==> src/rtl/dcache_data_arb_pkg.sv <==
// Shared dcache definitions used by the data-array arbiter.
// Contents:
//   Dcacheline_len / Dcache_way_num / Dcache_index_bits - default line geometry
//   arb_state_t  - refill sequencing states
//   lane_offset  - bit offset of a 32-bit word inside a packed multi-way row
//   merge_byte   - byte merge used when forwarding a same-cycle write into read data
package dcache_data_arb_pkg;

   localparam int unsigned Dcacheline_len    = 4;
   localparam int unsigned Dcache_way_num    = 2;
   localparam int unsigned Dcache_index_bits = 6;

   typedef enum logic [0:0] {
      ARB_IDLE = 1'b0,
      ARB_FILL = 1'b1
   } arb_state_t;

   // Ways sit side by side in the row: way w owns words [w*line_words +: line_words].
   function automatic int unsigned lane_offset(input int unsigned way,
                                               input int unsigned word,
                                               input int unsigned line_words);
      return (way * line_words + word) * 32;
   endfunction

   function automatic logic [7:0] merge_byte(input logic [7:0] old_b,
                                             input logic [7:0] new_b,
                                             input logic       en);
      return en ? new_b : old_b;
   endfunction

endpackage

==> src/rtl/dcache_data_arb.sv <==
// Data-array port arbiter for the dcache. Owns the write port of a dual-port
// data RAM (instantiated by the parent) and shares it between line refills and
// CPU store hits; refills always win. The read port is passed straight through
// with a one-cycle response valid.
//
// Ports:
//   clk, reset                          clock, synchronous active-high reset
//   cpu_rd_valid/ready, cpu_rd_index    read request
//   cpu_rdata_valid, cpu_rdata          read response (1 cycle after accept)
//   cpu_wr_valid/ready, cpu_wr_index,
//   cpu_wr_strb, cpu_wr_data            store-hit row write
//   refill_valid/ready, refill_index,
//   refill_way, refill_word             refill beats (index/way taken on beat 0)
//   refill_done                         pulse the cycle after the last beat
//   bram_raddr/waddr/write_en/wdata     RAM control
//   bram_rdata                          RAM read data, 1-cycle, read-first
//
// Build option:
//   DCACHE_DATA_ARB_FWD_EN - a write accepted together with a read of the same
//   row is merged into that read's response instead of stalling the read.
module dcache_data_arb
   import dcache_data_arb_pkg::*;
#(
   parameter int unsigned LINE_WORDS = Dcacheline_len,
   parameter int unsigned WAY_NUM    = Dcache_way_num,
   parameter int unsigned INDEX_BITS = Dcache_index_bits,
   localparam int unsigned DW        = 32 * LINE_WORDS * WAY_NUM,
   localparam int unsigned BW        = DW / 8,
   localparam int unsigned WAY_W     = (WAY_NUM > 1) ? $clog2(WAY_NUM) : 1,
   localparam int unsigned CNT_W     = (LINE_WORDS > 1) ? $clog2(LINE_WORDS) : 1
)(
   input  logic                  clk,
   input  logic                  reset,
   input  logic                  cpu_rd_valid,
   output logic                  cpu_rd_ready,
   input  logic [INDEX_BITS-1:0] cpu_rd_index,
   output logic                  cpu_rdata_valid,
   output logic [DW-1:0]         cpu_rdata,
   input  logic                  cpu_wr_valid,
   output logic                  cpu_wr_ready,
   input  logic [INDEX_BITS-1:0] cpu_wr_index,
   input  logic [BW-1:0]         cpu_wr_strb,
   input  logic [DW-1:0]         cpu_wr_data,
   input  logic                  refill_valid,
   output logic                  refill_ready,
   input  logic [INDEX_BITS-1:0] refill_index,
   input  logic [WAY_W-1:0]      refill_way,
   input  logic [31:0]           refill_word,
   output logic                  refill_done,
   output logic [INDEX_BITS-1:0] bram_raddr,
   output logic [INDEX_BITS-1:0] bram_waddr,
   output logic [BW-1:0]         bram_write_en,
   output logic [DW-1:0]         bram_wdata,
   input  logic [DW-1:0]         bram_rdata
);

   // state    | meaning
   // ARB_IDLE | no refill in progress; next refill beat is word 0
   // ARB_FILL | refill underway; row fill_index_q is locked against CPU access

   arb_state_t            state_q, state_d;
   logic [CNT_W-1:0]      word_cnt_q, word_cnt_d;
   logic [INDEX_BITS-1:0] fill_index_q, fill_index_d;
   logic [WAY_W-1:0]      fill_way_q, fill_way_d;
   logic                  refill_done_q, refill_done_d;
   logic                  rdata_valid_q;

   logic [INDEX_BITS-1:0] beat_index;
   logic [WAY_W-1:0]      beat_way;
   logic                  refill_acc, wr_acc, rd_acc;
   logic                  same_idx, fill_lock;

   assign refill_ready = 1'b1;
   assign refill_acc   = refill_valid & ~reset;

   // Index and way are only presented reliably on the first beat.
   assign beat_index = (state_q == ARB_FILL) ? fill_index_q : refill_index;
   assign beat_way   = (state_q == ARB_FILL) ? fill_way_q   : refill_way;

   assign cpu_wr_ready = ~refill_valid &
                         ~((state_q == ARB_FILL) && (cpu_wr_index == fill_index_q));
   assign wr_acc       = cpu_wr_valid & cpu_wr_ready & ~reset;

   always_comb begin
      bram_write_en = '0;
      bram_waddr    = cpu_wr_index;
      bram_wdata    = cpu_wr_data;
      if (refill_acc) begin
         bram_waddr = beat_index;
         // Word replicated across every lane; the strobe picks the one that lands.
         bram_wdata = {(LINE_WORDS * WAY_NUM){refill_word}};
         bram_write_en[lane_offset(32'(beat_way), 32'(word_cnt_q), LINE_WORDS) / 8 +: 4] = 4'hF;
      end else if (wr_acc) begin
         bram_write_en = cpu_wr_strb;
      end
   end

   assign same_idx  = (refill_acc | wr_acc) && (bram_waddr == cpu_rd_index);
   assign fill_lock = (state_q == ARB_FILL) && (cpu_rd_index == fill_index_q);

`ifdef DCACHE_DATA_ARB_FWD_EN
   assign cpu_rd_ready = ~fill_lock;
`else
   assign cpu_rd_ready = ~fill_lock & ~same_idx;
`endif

   assign rd_acc     = cpu_rd_valid & cpu_rd_ready & ~reset;
   assign bram_raddr = cpu_rd_index;

   always_comb begin
      state_d       = state_q;
      word_cnt_d    = word_cnt_q;
      fill_index_d  = fill_index_q;
      fill_way_d    = fill_way_q;
      refill_done_d = 1'b0;
      if (refill_acc) begin
         if (state_q == ARB_IDLE) begin
            fill_index_d = refill_index;
            fill_way_d   = refill_way;
         end
         if (word_cnt_q == CNT_W'(LINE_WORDS - 1)) begin
            state_d       = ARB_IDLE;
            word_cnt_d    = '0;
            refill_done_d = 1'b1;
         end else begin
            state_d    = ARB_FILL;
            word_cnt_d = word_cnt_q + CNT_W'(1);
         end
      end
   end

   always_ff @(posedge clk) begin
      if (reset) begin
         state_q       <= ARB_IDLE;
         word_cnt_q    <= '0;
         fill_index_q  <= '0;
         fill_way_q    <= '0;
         refill_done_q <= 1'b0;
         rdata_valid_q <= 1'b0;
      end else begin
         state_q       <= state_d;
         word_cnt_q    <= word_cnt_d;
         fill_index_q  <= fill_index_d;
         fill_way_q    <= fill_way_d;
         refill_done_q <= refill_done_d;
         rdata_valid_q <= rd_acc;
      end
   end

   assign refill_done     = refill_done_q;
   assign cpu_rdata_valid = rdata_valid_q;

`ifdef DCACHE_DATA_ARB_FWD_EN
   logic [BW-1:0] fwd_strb_q;
   logic [DW-1:0] fwd_data_q;

   always_ff @(posedge clk) begin
      if (reset) begin
         fwd_strb_q <= '0;
         fwd_data_q <= '0;
      end else begin
         fwd_strb_q <= (rd_acc && same_idx) ? bram_write_en : '0;
         fwd_data_q <= bram_wdata;
      end
   end

   // RAM is read-first, so the response carries pre-write bytes; patch them here.
   always_comb begin
      cpu_rdata = bram_rdata;
      for (int b = 0; b < int'(BW); b++) begin
         cpu_rdata[b*8 +: 8] = merge_byte(bram_rdata[b*8 +: 8], fwd_data_q[b*8 +: 8], fwd_strb_q[b]);
      end
   end
`else
   assign cpu_rdata = bram_rdata;
`endif

endmodule

==> config.mk <==
export PLATFORM = sky130hd
export DESIGN_NAME = dcache_data_arb
export DESIGN_NICKNAME = d
export VERILOG_FILES = /design/src/rtl/dcache_data_arb_pkg.sv /design/src/rtl/dcache_data_arb.sv
export SDC_FILE = /design/constraint.sdc
export NUM_CORES = 1
export LEC_CHECK = 0
export ABC_AREA = 1
export BUFFER_PORTS_ARGS = -buffer_cell sky130_fd_sc_hd__buf_2
export CAP_MARGIN = 20
export CORE_AREA = 2 2 456 458
export DETAILED_ROUTE_END_ITERATION = 8
export DIE_AREA = 0 0 458 460
export SYNTH_ARGS = -nofsm -noshare
export SYNTH_HDL_FRONTEND = slang
export SYNTH_SLANG_ARGS = --single-unit
==> constraint.sdc <==
create_clock -name clk -period 1.6 [get_ports clk]
set_input_delay 0 -clock clk [delete_from_list [all_inputs] [get_ports clk]]
set_output_delay 0 -clock clk [all_outputs]
set_load 0.005 [all_outputs]
==> impl_metrics.ini <==
[outcome]
status = finished, violations left
violations = setup timing

[yosys]
synth_edf_count = 0
synth_compound_area_frac = 0.0462
synth.avg_cell_area_um2 = 5.09
seq_area_frac_synth = 0.0429
mappedNetlistArea_um2 = 5600
ys_seq_elements = 12
synth_fp_nets = 1708
yosys_warnings = 0
synthFlopType = dfxtp_1
syn_inst = 1102
synth_top_family_by_area = simple AND/OR/NAND/NOR gates
yosysUniqueCellTypes = 23
synth-simple-area-share = 0.461
synthArstFlopShare = 0
synth_xor_area_frac = 0.00156
synth_fa_ha_area_frac = 0.0134
synthMuxAreaShare = 0

[drt]
wl_mm = 208
dr.pass1.iters = 8
ant_nets = 0
wl_per_cell_um = 48.4
drc = 0
drt-initial-drc-count = 865
vias = 10400
vias_per_cell = 2.41

[global_route]
grt_antenna_before_repair = 240
grt_max_degree = 38
track_usage = 0.188
grt_pass1_vias = 8802
grt_first_pass_wirelength_mm = 227
overflow = 0

[final_layout]
final_util = 0.0560
drive_above_1_share = 0.507
layout_commonest_cell = buf_2
fillers = 24700
nets = 2123
syn_to_final_growth_pct = 106
most-common-layout-cells = buf_2, nand2_1, inv_1
stdcell_count = 4300

[setup_path]
critPathBufInv = 5
r2r_slack_ps = 50
crit_type = register to output pin
critPathMaxStageDelay_ps = 330
cp_top_family = buffers and inverters
end_kind = output pin
timing.rr.end = cpu_rdata_valid
cp_slowest_cell = dfxtp_2
path_max_fanout = 4
cp_cell_sequence = nand2_1 > o21ai_1 > buf_4 > inv_4 > ha_4 > inv_2 > buf_4 > nor2_4 > nand3_4 > o21ai_1 > buf_2
reg2regPathDepth = 12
arrival_ps = 1830
rr_startpoint = state_q
cp.required_ps = 1600
critPathLaunchType = register

[placed_design]
place_hpwl_mm = 201
dp_cells = 4210
place_congestion = 1.02
numPortBuffers = 647
dpl_worst_slack_ps = -267

[sta]
finalCritPeriodShare = 1.14
max_freq_ghz = 0.547
finClkSkew_ps = 2.68
maxSlewHeadroom = 0.663
finalHoldViolations = 0
worst_pin_slew_ps = 505
finalSetupViolations = 33
setup_ws_ps = -227
holdWs_ps = 0.00623
drv_slew = 0
min_period_ps = 1830
grt_setup_unrepaired = true

[clocking]
cts_tree = built
cts_root_buffer = clkbuf_16
cts.sinks = 12
path_clk_slew_ps = 50
htreeDepth = 1
cts_max_path_buffers = 2
clk_latency_ps = 250
cts_made_buffers = 3

[floorplan]
die_area_um2 = 211000
core_um2 = 206000
rows = 167
initial_utilization = 0.0272
die_x_um = 458
ios = 1161
die_y_um = 460

[min_path]
whs_path_depth = 0
min_to = cpu_rdata[146]
hp-start = bram_rdata[146]
holdCritPathClass = input pin to output pin

[job]
maxCapViolations = 0

[power_and_ir_drop]
power_density_nw_per_um2 = 387
power.leakage_nw = 5.97
total_power_mw = 4.47
irDropWorstVdd_mv = 0.417
==> through the flow <==
step / cell area [um^2] / TNS (ps)
floorplan: 5600 / 0
global placement: 11000 / -2590
detailed placement: 11000 / -2800
CTS: 11200 / -5890
global route: 11400 / -8750
finish: 11500 / -5380
==> flip-flops by register name (all words and copies together), names as in the netlist <==
| register | count |
|---|---|
| refill_done | 1 |
| word_cnt_q | 2 |
| fill_index_q | 6 |
| state_q | 1 |
| fill_way_q | 1 |
| cpu_rdata_valid | 1 |
==> per-layer routing <==
metal,routed length [um],vias to the layer above,share of wire,GRT usage
met3,66300,557,0.32,0.274
met4,8650,174,0.042,0.0564
met1,41000,4084,0.20,0.111
met2,90900,1585,0.44,0.299
li1,-,3974,-,-
met5,1190,-,0.0057,0.00666
==> power by group <==
group          switching [mW]  internal, mW
clock network           0.150         0.328
logic                    2.36          1.30
registers              0.0142         0.318
==> cells in the mapped netlist (2+ instances only) <==
cell	instances	area, um^2
nand2_1	617	2320
buf_4	264	1980
inv_1	63	236
o21ai_0	36	180
buf_2	35	175
nor2_1	20	75.1
nand3_1	15	75.1
dfxtp_1	12	240
a21oi_1	9	45.0
nand2_2	8	50.1
ha_1	6	75.1
buf_6	3	33.8
nand3_4	2	35.0
nand4_1	2	12.5
o21bai_2	2	22.5
==> how the worst max path moves through the flow <==
stage	cells past startpoint	start	slack (ps)	to
after floorplan	8	state_q	80	bram_write_en[16]
after global placement	10	state_q	-300	bram_write_en[16]
after detailed placement	10	state_q	-270	bram_write_en[16]
after CTS	11	state_q	-320	bram_write_en[16]
after global routing	11	state_q	-310	bram_write_en[8]
final	11	state_q	-230	bram_write_en[10]
==> what timing repair did <==
action	CTS	global route
setup buffers	0	5
hold buffers	1	0
gates resized for setup	29	45
hold endpoints to repair	1	0
endpoints found under the setup margin	34	37
pin swaps	10	15
==> cell families after synthesis <==
family,Yosys count
simple gates,667
compound gates,49
fa+ha+maj,6
buf+inv,366
other cells,1
flops,12
xor+xnor,1
==> area by class of cell <==
type,count,area [um^2],share of cell area
tap,2704,3380,0.293
timing repair buffer,712,4260,0.369
multi-input combinational,724,3120,0.270
clock buffer,3,75.1,0.00651
inverter,64,248,0.0215
antenna,81,203,0.0176
sequential,12,245,0.0213
Note: power is estimated with default switching activity, not from simulation.
